`src/rtl/mmc1_pkg.sv`:
```
// mmc1_pkg: FSM state codes, MMC1 register indices and bus constants for the serial writer.
package mmc1_pkg;
    localparam logic [2:0] ST_IDLE    = 3'd0;
    localparam logic [2:0] ST_RST_WR  = 3'd1;
    localparam logic [2:0] ST_RST_GAP = 3'd2;
    localparam logic [2:0] ST_BIT_WR  = 3'd3;
    localparam logic [2:0] ST_BIT_GAP = 3'd4;
    localparam logic [2:0] ST_DONE    = 3'd5;
    localparam logic [1:0] MMC1_REG_CTRL = 2'd0;
    localparam logic [1:0] MMC1_REG_CHR0 = 2'd1;
    localparam logic [1:0] MMC1_REG_CHR1 = 2'd2;
    localparam logic [1:0] MMC1_REG_PRG  = 2'd3;
    localparam logic [7:0] MMC1_RESET_DATA = 8'h80;
    // A reset write forces PRG mode 3 in the MMC1 control register.
    localparam logic [4:0] MMC1_CTRL_RESET_OR = 5'b0_11_00;

    function automatic logic [15:0] mmc1_reg_addr(input logic [15:0] base, input logic [1:0] idx);
        return base | {1'b0, idx, 13'd0};
    endfunction
endpackage

```
`src/rtl/mmc1_shadow_regs.sv`:
```
// mmc1_shadow_regs: software-visible copy of the four MMC1 registers (built only with MMC1_WR_SHADOW_EN).
//  clk, reset_n   clock, async active-low reset
//  wr_en          load wr_data into register wr_idx (sequence completion)
//  wr_idx/wr_data register index and value
//  rst_or         reset write completed: OR PRG-mode bits into ctrl
//  ctrl/chr0/chr1/prg  shadow register values
`ifdef MMC1_WR_SHADOW_EN
module mmc1_shadow_regs
    import mmc1_pkg::*;
(
    input  logic       clk,
    input  logic       reset_n,
    input  logic       wr_en,
    input  logic [1:0] wr_idx,
    input  logic [4:0] wr_data,
    input  logic       rst_or,
    output logic [4:0] ctrl,
    output logic [4:0] chr0,
    output logic [4:0] chr1,
    output logic [4:0] prg
);
    always_ff @(posedge clk or negedge reset_n) begin
        if (!reset_n) begin
            ctrl <= MMC1_CTRL_RESET_OR;
            chr0 <= 5'd0;
            chr1 <= 5'd0;
            prg  <= 5'd0;
        end else begin
            ctrl <= wr_en && wr_idx == MMC1_REG_CTRL ? wr_data : rst_or ? ctrl | MMC1_CTRL_RESET_OR : ctrl;
            chr0 <= wr_en && wr_idx == MMC1_REG_CHR0 ? wr_data : chr0;
            chr1 <= wr_en && wr_idx == MMC1_REG_CHR1 ? wr_data : chr1;
            prg  <= wr_en && wr_idx == MMC1_REG_PRG  ? wr_data : prg;
        end
    end
endmodule
`endif

```
`src/rtl/mmc1_serial_writer.sv`:
```
// mmc1_serial_writer: bus master that writes one MMC1 register through its 5-bit serial port, paced on M2.
//  Optional feature macro: MMC1_WR_SHADOW_EN adds shadow_ctrl/chr0/chr1/prg outputs.
//  clk, reset_n         clock, async active-low reset
//  ce                   M2 enable; every bus change happens on a ce edge
//  enable               low forces a return to IDLE with the bus quiet
//  req_valid/req_ready  request handshake (ready only in IDLE)
//  req_reg/req_data/req_rst  target register, 5-bit value (bit0 first), precede with reset write
//  prg_ain/prg_din/prg_write CPU address, data, write strobe (one ce period per write)
//  busy, done           sequence in progress, 1-clk completion pulse
module mmc1_serial_writer
    import mmc1_pkg::*;
#(
    parameter int unsigned GAP_CE    = 1,
    parameter logic [15:0] BASE_ADDR = 16'h8000
) (
    input  logic        clk,
    input  logic        reset_n,
    input  logic        ce,
    input  logic        enable,
    input  logic        req_valid,
    output logic        req_ready,
    input  logic [1:0]  req_reg,
    input  logic [4:0]  req_data,
    input  logic        req_rst,
    output logic [15:0] prg_ain,
    output logic [7:0]  prg_din,
    output logic        prg_write,
    output logic        busy,
    output logic        done
`ifdef MMC1_WR_SHADOW_EN
    ,
    output logic [4:0]  shadow_ctrl,
    output logic [4:0]  shadow_chr0,
    output logic [4:0]  shadow_chr1,
    output logic [4:0]  shadow_prg
`endif
);
    localparam logic [2:0] GAP_LAST = 3'(GAP_CE - 1);

    logic [2:0] state;
    logic [2:0] bit_cnt;
    logic [2:0] gap_cnt;
    logic [1:0] reg_q;
    logic [4:0] data_q;
    logic [2:0] nxt_bit;
    logic [15:0] bit_addr;

    assign req_ready = state == ST_IDLE && enable;
    assign busy      = state != ST_IDLE;
    assign bit_addr  = mmc1_reg_addr(BASE_ADDR, reg_q);
    assign nxt_bit   = state == ST_RST_GAP ? 3'd0 : bit_cnt + 3'd1;

    always_ff @(posedge clk or negedge reset_n) begin
        if (!reset_n) begin
            state     <= ST_IDLE;
            bit_cnt   <= 3'd0;
            gap_cnt   <= 3'd0;
            reg_q     <= 2'd0;
            data_q    <= 5'd0;
            prg_ain   <= BASE_ADDR;
            prg_din   <= 8'd0;
            prg_write <= 1'b0;
            done      <= 1'b0;
        end else if (!enable) begin
            state     <= ST_IDLE;
            bit_cnt   <= 3'd0;
            gap_cnt   <= 3'd0;
            prg_write <= 1'b0;
            done      <= 1'b0;
        end else begin
            done <= 1'b0;
            case (state)
                ST_IDLE: if (req_valid) begin
                    reg_q   <= req_reg;
                    data_q  <= req_data;
                    bit_cnt <= 3'd0;
                    gap_cnt <= 3'd0;
                    state   <= req_rst ? ST_RST_WR : ST_BIT_WR;
                end
                // prg_write doubles as the sub-phase: low = waiting to strobe, high = strobe in progress.
                ST_RST_WR, ST_BIT_WR: if (ce) begin
                    prg_write <= !prg_write;
                    if (prg_write) begin
                        state <= state == ST_RST_WR ? ST_RST_GAP : ST_BIT_GAP;
                    end else begin
                        prg_ain <= state == ST_RST_WR ? BASE_ADDR : bit_addr;
                        prg_din <= state == ST_RST_WR ? MMC1_RESET_DATA : {7'd0, data_q[bit_cnt]};
                    end
                end
                // The last gap edge launches the next strobe directly, so the quiet time is exactly GAP_CE periods.
                ST_RST_GAP, ST_BIT_GAP: if (ce) begin
                    gap_cnt <= gap_cnt == GAP_LAST ? 3'd0 : gap_cnt + 3'd1;
                    if (gap_cnt == GAP_LAST) begin
                        if (state == ST_BIT_GAP && bit_cnt == 3'd4) begin
                            state <= ST_DONE;
                            done  <= 1'b1;
                        end else begin
                            state     <= ST_BIT_WR;
                            bit_cnt   <= nxt_bit;
                            prg_write <= 1'b1;
                            prg_ain   <= bit_addr;
                            prg_din   <= {7'd0, data_q[nxt_bit]};
                        end
                    end
                end
                ST_DONE: state <= ST_IDLE;
                default: state <= ST_IDLE;
            endcase
        end
    end

`ifdef MMC1_WR_SHADOW_EN
    mmc1_shadow_regs u_shadow (
        .clk     (clk),
        .reset_n (reset_n),
        .wr_en   (state == ST_DONE && enable),
        .wr_idx  (reg_q),
        .wr_data (data_q),
        .rst_or  (state == ST_RST_WR && ce && prg_write && enable),
        .ctrl    (shadow_ctrl),
        .chr0    (shadow_chr0),
        .chr1    (shadow_chr1),
        .prg     (shadow_prg)
    );
`endif
endmodule

```
`config.mk`:
```
export PLATFORM = sky130hd
export DESIGN_NAME = mmc1_serial_writer
export DESIGN_NICKNAME = d
export VERILOG_FILES = /design/src/rtl/mmc1_pkg.sv /design/src/rtl/mmc1_shadow_regs.sv /design/src/rtl/mmc1_serial_writer.sv
export SDC_FILE = /design/constraint.sdc
export NUM_CORES = 1
export LEC_CHECK = 0
export BUFFER_PORTS_ARGS = -buffer_cell sky130_fd_sc_hd__buf_2
export CORE_ASPECT_RATIO = 0.9
export CORE_UTILIZATION = 40
export CTS_CLUSTER_SIZE = 40
export DETAILED_ROUTE_END_ITERATION = 12
export SYNTH_ARGS = -nofsm -noshare
export SYNTH_HDL_FRONTEND = slang
export SYNTH_SLANG_ARGS = --single-unit
```
`constraint.sdc`:
```
create_clock -name clk -period 2.24 [get_ports clk]
set_clock_uncertainty 0.15 [all_clocks]
set_input_delay 0 -clock clk [delete_from_list [all_inputs] [get_ports clk]]
set_output_delay 0 -clock clk [all_outputs]
set_load 0.03 [all_outputs]
```
== Yosys cells after proc, flatten, opt, wreduce, memory -nomap -nowiden ==
Cells that the tools add are included.
Operators by class
  add/sub/neg operators: 2
  $mul: 0
  div/mod/pow operators: 0
  order comparisons: 2
  equal/unequal tests: 18
  shift-type cells: 0
  multiplexer cells: 50
  bitwise logic cells: 0
  reduce and logical (&&, ||, !) cells: 15
Operators with widths (number)
  $mux 16: 5
  $mux 3: 17
  $mux 8: 6
  $pmux 16 s2: 1
  $ne 3x3->1 const B: 6
  $pmux 8 s2: 1
  $mux 15: 1
  $reduce_and 5->1: 3
  $mux 1: 12
  $pmux 3 s2: 2
  $ne 2x2->1 const B: 5
  $pmux 3 s3: 1
  $lt 3x4->1 const B: 2
  $reduce_and 7->1: 1
  $add 3x1->3 const B: 2
  $bmux 1 s3: 2
  $eq 3x2->1 const B: 2
  $eq 3x3->1 const B: 2
  $logic_not 3->1: 2
  $ne 3x1->1 const B: 2
  $reduce_and 3->1: 2
  $reduce_or 2->1: 2
  $eq 3x1->1 const B: 1
  $reduce_bool 3->1: 1
  5 further kinds: 6
Storage, ports and cells
  register bits after elaboration: 42
  latch bits: 0
  memory bits (writable): 0
  memory bits (read-only): 0
  bits of input ports: 13
  output and inout bits: 28
  memories: 0

== Depth between registers and ports, before layout ==
Gate-level depths: netlist of the first run.
  depth in word-level cells: 8
  gate-level depth with buffers: 8
  depth with buffers taken out: 7

== Least setup slack after synthesis of the first run ==
OpenSTA, ideal clock, no wires.
  path type: register to register
  from: register state[0]
  to: register data_q[0]
  data arrival time: 1.708 ns
  required time: 1.965 ns
  slack: 0.258 ns
  stages on the path, launching flop included: 6
  buffers on the path: 1
  cell sequence: dfrtp_1 buf_2 nand2b_1 nor3_2 nand2_1 mux2_2
On the way
  word-level cells in the longest chain between the ends: 2
Ends and longest elaborated chain
  start, declared: line mmc1_serial_writer.sv:40  | logic [2:0] state;
  start signal, assigned: line mmc1_serial_writer.sv:78  | state <= req_rst ? ST_RST_WR : ST_BIT_WR;
  start signal, assigned: line mmc1_serial_writer.sv:84  | state <= state == ST_RST_WR ? ST_RST_GAP : ST_BIT_GAP;
  $logic_not 3->1: line mmc1_serial_writer.sv:72  | case (state)
  $reduce_and 3->1 (no line)
  end signal, assigned: line mmc1_serial_writer.sv:75  | data_q <= req_data;
  end, declared: line mmc1_serial_writer.sv:44  | logic [4:0] data_q;
No other way between the ends.
A chain may end at the register's enable or synchronous reset.

== Final worst setup path of the first run ==
  from: register state[1]
  to: register prg_write
On the way
  word-level cells in the longest chain between the ends: 4
  elaborated cells between the ends (all ways): 15
  those cells by class: eq/ne (9); mux (2); reduce/logical (4)
Ends and longest elaborated chain
  $eq 3x2->1, or another cell as far along: line mmc1_serial_writer.sv:72
  $reduce_or 2->1 / $logic_and 1x1->1 (equally long branches): line mmc1_serial_writer.sv:72, mmc1_serial_writer.sv:94
  $ne 3x1->1 (no line), or another cell as far along
  $reduce_and 5->1 (no line) / $mux 1 (equally long branches)
  end signal, assigned: line mmc1_serial_writer.sv:82  | prg_write <= !prg_write;
  end, declared: line mmc1_serial_writer.sv:27  | output logic prg_write,
Several ways; a longest one is shown, not always the timed one.

==> results of run 1 <==
stage by stage:
stage | worst slack [ns] | cells | total power [mW]
after floorplan | 0.258 | 185 | 1.25
after global placement | 0.229 | 225 | 1.39
after detailed placement | 0.214 | 225 | 1.41
after CTS | 0.0381 | 240 | 1.81
after global routing | 0.00653 | 240 | 1.91
final | 0.128 | 240 | 1.79
kinds of logic after synthesis:
kind of cell,after synthesis,share of synthesized area
AOI/OAI and AO/OA,37,0.157
xor gates and xnor gates,3,0.0172
adders and majority gates,4,0.0327
buffers and inverters,36,0.144
DFF,22,0.360
muxes,14,0.105
other,2,0.00491
and+or+nand+nor,49,0.179
cell usage in the layout, fill, tap and decap left out, types with 2 or more instances in the layout:
cell type / count
clkbuf_8: 3
a21oi_1: 10
buf_2: 20
mux2i_1: 4
nor2_1: 6
nand3_1: 4
mux2_2: 8
dlygate4sd3_1: 11
o21ai_0: 11
or3_1: 2
nand2b_1: 2
ha_1: 4
buf_4: 3
nor3_2: 2
mux2_4: 2
inv_1: 9
conb_1: 20
o2bb2ai_1: 3
nand2_1: 17
nor2b_1: 4
a21oi_2: 2
dfrtp_1: 21
xor2_1: 2
flip-flops by register name, indices dropped and copies added, names as in the netlist:
register / flops
state: 3
done: 1
bit_cnt: 3
gap_cnt: 3
prg_ain: 2
data_q: 5
reg_q: 2
prg_din: 2
prg_write: 1
metal layers:
layer / GRT usage / part of all wire / vias up
met2: 0.236 / 0.45 / 40
li1: - / - / 596
met4: 0.0760 / 0.027 / 0
met1: 0.224 / 0.48 / 556
met3: 0.0188 / 0.040 / 6
met5: 0 / 0 / -
final cells by class:
type	instances	area, sq um	share of cell area
Multi-Input combinational cell	127	828	0.467
Sequential cell	22	552	0.311
Timing Repair Buffer	34	233	0.131
Tap cell	44	55.1	0.0311
Clock buffer	3	41.3	0.0233
Inverter	9	33.8	0.0191
Clock inverter	1	30.0	0.0169
power by group:
group / leakage [nW] / total (mW) / internal, mW / switching, mW
combinational: 0.506 / 0.790 / 0.328 / 0.462
sequential: 0.282 / 0.627 / 0.515 / 0.112
clock: 0.0357 / 0.375 / 0.239 / 0.136
total: 0.824 / 1.79 / 1.08 / 0.710
worst max path at each step:
| stage | from | to | slack, ns | depth (start not counted) |
|---|---|---|---|---|
| 2_1_floorplan | state[0] | data_q[0] | 0.26 | 5 |
| 3_3_place_gp | state[1] | bit_cnt[2] | 0.23 | 6 |
| 3_5_place_dp | state[1] | bit_cnt[1] | 0.21 | 6 |
| 4_1_cts | gap_cnt[0] | prg_write | 0.04 | 8 |
| 5_1_grt | state[1] | prg_write | 0.007 | 6 |
| 6_report | state[1] | prg_write | 0.13 | 6 |
worst max-delay path, stage by stage, from the launching register on:
cell	delay, ns
dfrtp_1	0.54
nor3b_1	0.36
nand3_1	0.11
o21ai_0	0.11
nand3b_1	0.10
a21oi_1	0.12
dlygate4sd3_1	0.56
timing repair:
item | 4_1_cts | 5_1_grt
hold buffers | 11 | 0
resized for setup | 0 | 2
endpoints found under the hold margin | 35 | 0
setup endpoints to repair | 0 | 1
==> impl_metrics.env, run 1 <==
export IMPL_final_max_slew_violation_count=0
export IMPL_cts_root_buf="clkbuf_8"
export IMPL_layout_nets=214
export IMPL_area_growth_synth_to_final_pct=16.0
export IMPL_final_cell_area_sq_mm=0.00177
export IMPL_synth_seq_area_share=0.360
export IMPL_crit_required_ns=2.30
export IMPL_vias=1198
export IMPL_final_layout_size_suffix_gt1_frac=0.240
export IMPL_hold_path_end="state[1]"
export IMPL_dp_hpwl_um=2220
export IMPL_die_area_sq_mm=0.00407
export IMPL_reg2reg_slack_ns=0.13
export IMPL_clockBufferDepth=2
export IMPL_fp_coreArea_sq_mm=0.00350
export IMPL_dpl_cell_area_sq_mm=0.00159
export IMPL_std_cell_rows=20
export IMPL_grt_pass1_vias=1075
export IMPL_yosys_warnings=0
export IMPL_grt_pass1_wl_um=4800
export IMPL_grt_max_degree=23
export IMPL_synthCells=167
export IMPL_antenna_found_initial=0
export IMPL_p_leak_nw=0.824
export IMPL_n_antenna_cell=0
export IMPL_min_path_type="in2reg"
export IMPL_synth_top_cell_area_share=0.360
export IMPL_async_reset_ff_frac=1.00
export IMPL_synth_flop_cell="dfrtp_1"
export IMPL_synth_largest_area_cell="dfrtp_1"
export IMPL_cp_max_fo=12
export IMPL_cts_tree="yes"
export IMPL_gp_congestion=0.828
export IMPL_numCtsBuffers=3
export IMPL_r2r_start="state[1]"
export IMPL_port_buffers=20
export IMPL_synthesis_area_sq_mm=0.00153
export IMPL_initial_utilization=0.436
export IMPL_status="finished, final reports clean"
export IMPL_die_h_um=60.7
export IMPL_die_x_um=67.2
export IMPL_synthTopCellsByArea="dfrtp_1 (36%), buf_4 (9.8%), mux2_2 (5.9%)"
export IMPL_drtIter0Drc=34
export IMPL_r2r_end="prg_write"
export IMPL_dr_pass1_iters=4
export IMPL_syn_avg_cell_area_sq_um=9.16
export IMPL_maxCapViolCount=0
export IMPL_synth_commonest_cells="dfrtp_1 (22), buf_4 (20), nand2_1 (17)"
export IMPL_final_antenna_net_count=0
export IMPL_yosysMostFrequentCell="dfrtp_1"
export IMPL_cts_sinks=22
export IMPL_drc_errors=0
export IMPL_htreeDepth=1
export IMPL_start_kind="flip-flop"
export IMPL_hold_start="req_rst"
export IMPL_setup_viol=0
export IMPL_io_pin_count=41
export IMPL_synth_edff_count=0
export IMPL_critPathCaptureType="flip-flop"
export IMPL_synthDistinctLibCells=47
export IMPL_reg2regPathDepth=6
export IMPL_post_route_util=0.506
export IMPL_wl_per_cell_um=12.1
export IMPL_grt_use_total=0.157
export IMPL_setup_tns_ns=0
export IMPL_fillers=349
export IMPL_worstSkewPairLatency_ns=0.26
export IMPL_cellPowerDensity_mw_per_mm2=1010
export IMPL_setup_worst_path_class="reg2reg"
export IMPL_fin_hold_ws_ns=0.0843
export IMPL_vdd_drop_max_mv=0.534
export IMPL_crit_arrival_ns=2.17
export IMPL_min_period_ns=2.11
export IMPL_routed_wl_um=2910
export IMPL_synth_seq_cells=22
export IMPL_cts_setup_buffers=0
export IMPL_hold_viol_final=0
export IMPL_max_freq_mhz=473
export IMPL_period_share=0.943
export IMPL_grt_overflow=0
export IMPL_via_per_inst=4.99
export IMPL_cts_reportedPaths_clkPinSlew_ns=0.08
export IMPL_hold_depth=5
export IMPL_rsz0062_at_grt="false"
No activity file was read; power rests on OpenSTA's default activity.
==> inputs of run 2 (changes only) <==
Clock period 2.24 ns to 2.4 ns, I/O delays scaled along.
==> run 2 against run 1 <==
  * Combinational power decreased by 8.9%
  * Global-route usage increased by 0.85 points
  * Via count decreased by 2.3%
  * Final cell count decreased by 0.42%
  * Hold slack got worse by 0.038 ns
  * Critical path depth decreased by 1
  * Sequential power decreased by 3%
  * Largest cell class unchanged
==> impl_metrics.env, run 2 (synthesis results as in run 1) <==
export IMPL_cts_reportedPaths_clkPinSlew_ns=0.08
export IMPL_maxCapViolCount=0
export IMPL_cts_setup_buffers=0
export IMPL_clockBufferDepth=2
export IMPL_rsz0062_at_grt="false"
export IMPL_drtIter0Drc=40
export IMPL_setup_worst_path_class="reg2reg"
export IMPL_grt_use_total=0.165
export IMPL_p_leak_nw=0.822
export IMPL_dp_hpwl_um=2140
export IMPL_most_common_layout_cells="dfrtp_1 (21), conb_1 (20), buf_2 (20)"
export IMPL_setup_tns_ns=0
export IMPL_fin_hold_ws_ns=0.0466
export IMPL_htreeDepth=1
export IMPL_hold_start="req_rst"
export IMPL_die_area_sq_mm=0.00407
export IMPL_dr_pass1_iters=4
export IMPL_max_freq_mhz=469
export IMPL_fp_coreArea_sq_mm=0.00350
export IMPL_critPathCaptureType="flip-flop"
export IMPL_drc_errors=0
export IMPL_grt_max_degree=23
export IMPL_grt_overflow=0
export IMPL_die_h_um=60.7
export IMPL_min_path_type="in2reg"
export IMPL_layout_commonest_cell="dfrtp_1"
export IMPL_area_growth_synth_to_final_pct=15.8
export IMPL_cp_max_fo=18
export IMPL_die_x_um=67.2
export IMPL_top_register="data_q"
export IMPL_vias=1171
export IMPL_final_layout_size_suffix_gt1_frac=0.241
export IMPL_vdd_drop_max_mv=0.587
export IMPL_port_buffers=20
export IMPL_start_kind="flip-flop"
export IMPL_gp_congestion=0.790
export IMPL_grt_pass1_wl_um=4980
export IMPL_antenna_found_initial=0
export IMPL_numCtsBuffers=3
export IMPL_max_slew_margin=0.607
export IMPL_cts_sinks=22
export IMPL_setup_viol=0
export IMPL_cts_root_buf="clkbuf_8"
export IMPL_dpl_cell_area_sq_mm=0.00158
export IMPL_via_per_inst=4.90
export IMPL_layout_nets=213
export IMPL_crit_required_ns=2.41
export IMPL_min_period_ns=2.13
export IMPL_final_max_slew_violation_count=0
export IMPL_final_cell_area_sq_mm=0.00177
export IMPL_io_pin_count=41
export IMPL_wl_per_cell_um=12.4
export IMPL_worstSkewPairLatency_ns=0.27
export IMPL_n_antenna_cell=0
export IMPL_crit_start="state[1]"
export IMPL_routed_wl_um=2960
export IMPL_largest_register_ffs=5
export IMPL_r2r_start="state[1]"
export IMPL_final_antenna_net_count=0
export IMPL_fillers=330
export IMPL_grt_pass1_vias=1121
export IMPL_cts_tree="yes"
export IMPL_status="finished, final reports clean"
export IMPL_crit_arrival_ns=2.14
export IMPL_period_share=0.888
export IMPL_cellPowerDensity_mw_per_mm2=946
export IMPL_initial_utilization=0.436
export IMPL_hold_viol_final=0
export IMPL_std_cell_rows=20
export IMPL_tightest_slew_ns=0.590
-- run 2: layout make-up --
cell class	count	area, sq um	share of cell area
sequential	22	552	0.312
multi-input combinational	127	833	0.471
inverter	9	33.8	0.0191
tap	44	55.1	0.0311
clock inverter	1	30.0	0.0170
timing repair buffer	33	225	0.127
clock buffer	3	41.3	0.0233
-- run 2: worst max-delay path: stages (launching register included) --
cell and delay [ns]:
dfrtp_1 0.72, mux2_2 0.40, a21oi_1 0.18, o21ai_2 0.11, and2_4 0.17, mux2_4 0.29
-- run 2: per-stage QoR --
step,setup slack [ns],util,total power [mW],instances
floorplan,0.418,-,1.17,185
global placement,0.344,0.451,1.29,224
detailed placement,0.304,0.451,1.30,224
CTS,0.139,0.503,1.68,239
global route,0.0694,0.505,1.79,239
finish,0.270,0.505,1.68,239
-- run 2: power by group --
group	switching, mW	total [mW]	internal [mW]
Sequential	0.127	0.609	0.482
Combinational	0.420	0.720	0.301
Clock	0.123	0.346	0.223
-- run 2: what timing repair did --
action / CTS / global route
endpoints found under the hold margin: 35 / 0
gates resized for setup: 0 / 4
endpoints found under the setup margin: 0 / 1
hold buffers: 11 / 0
-- run 2: path summary, 6_finish.rpt --
check | to | slack (ns) | cells past startpoint
max in group asynchronous | state[0] | 1.66 | 2
worst max-delay path | bit_cnt[1] | 0.27 | 5
min in group asynchronous | gap_cnt[0] | 0.09 | 2
worst min register to register | prg_din[7] | 0.35 | 2
worst max register to register | bit_cnt[1] | 0.27 | 5
worst min-delay path | state[1] | 0.05 | 5
-- run 2: layer usage --
layer  vias up  track usage  part of all wire
met1       552        0.230              0.50
met3         5       0.0282             0.032
met2        27        0.251              0.46
met5         -            0                 0
li1        587            -                 -
met4         0       0.0790             0.015
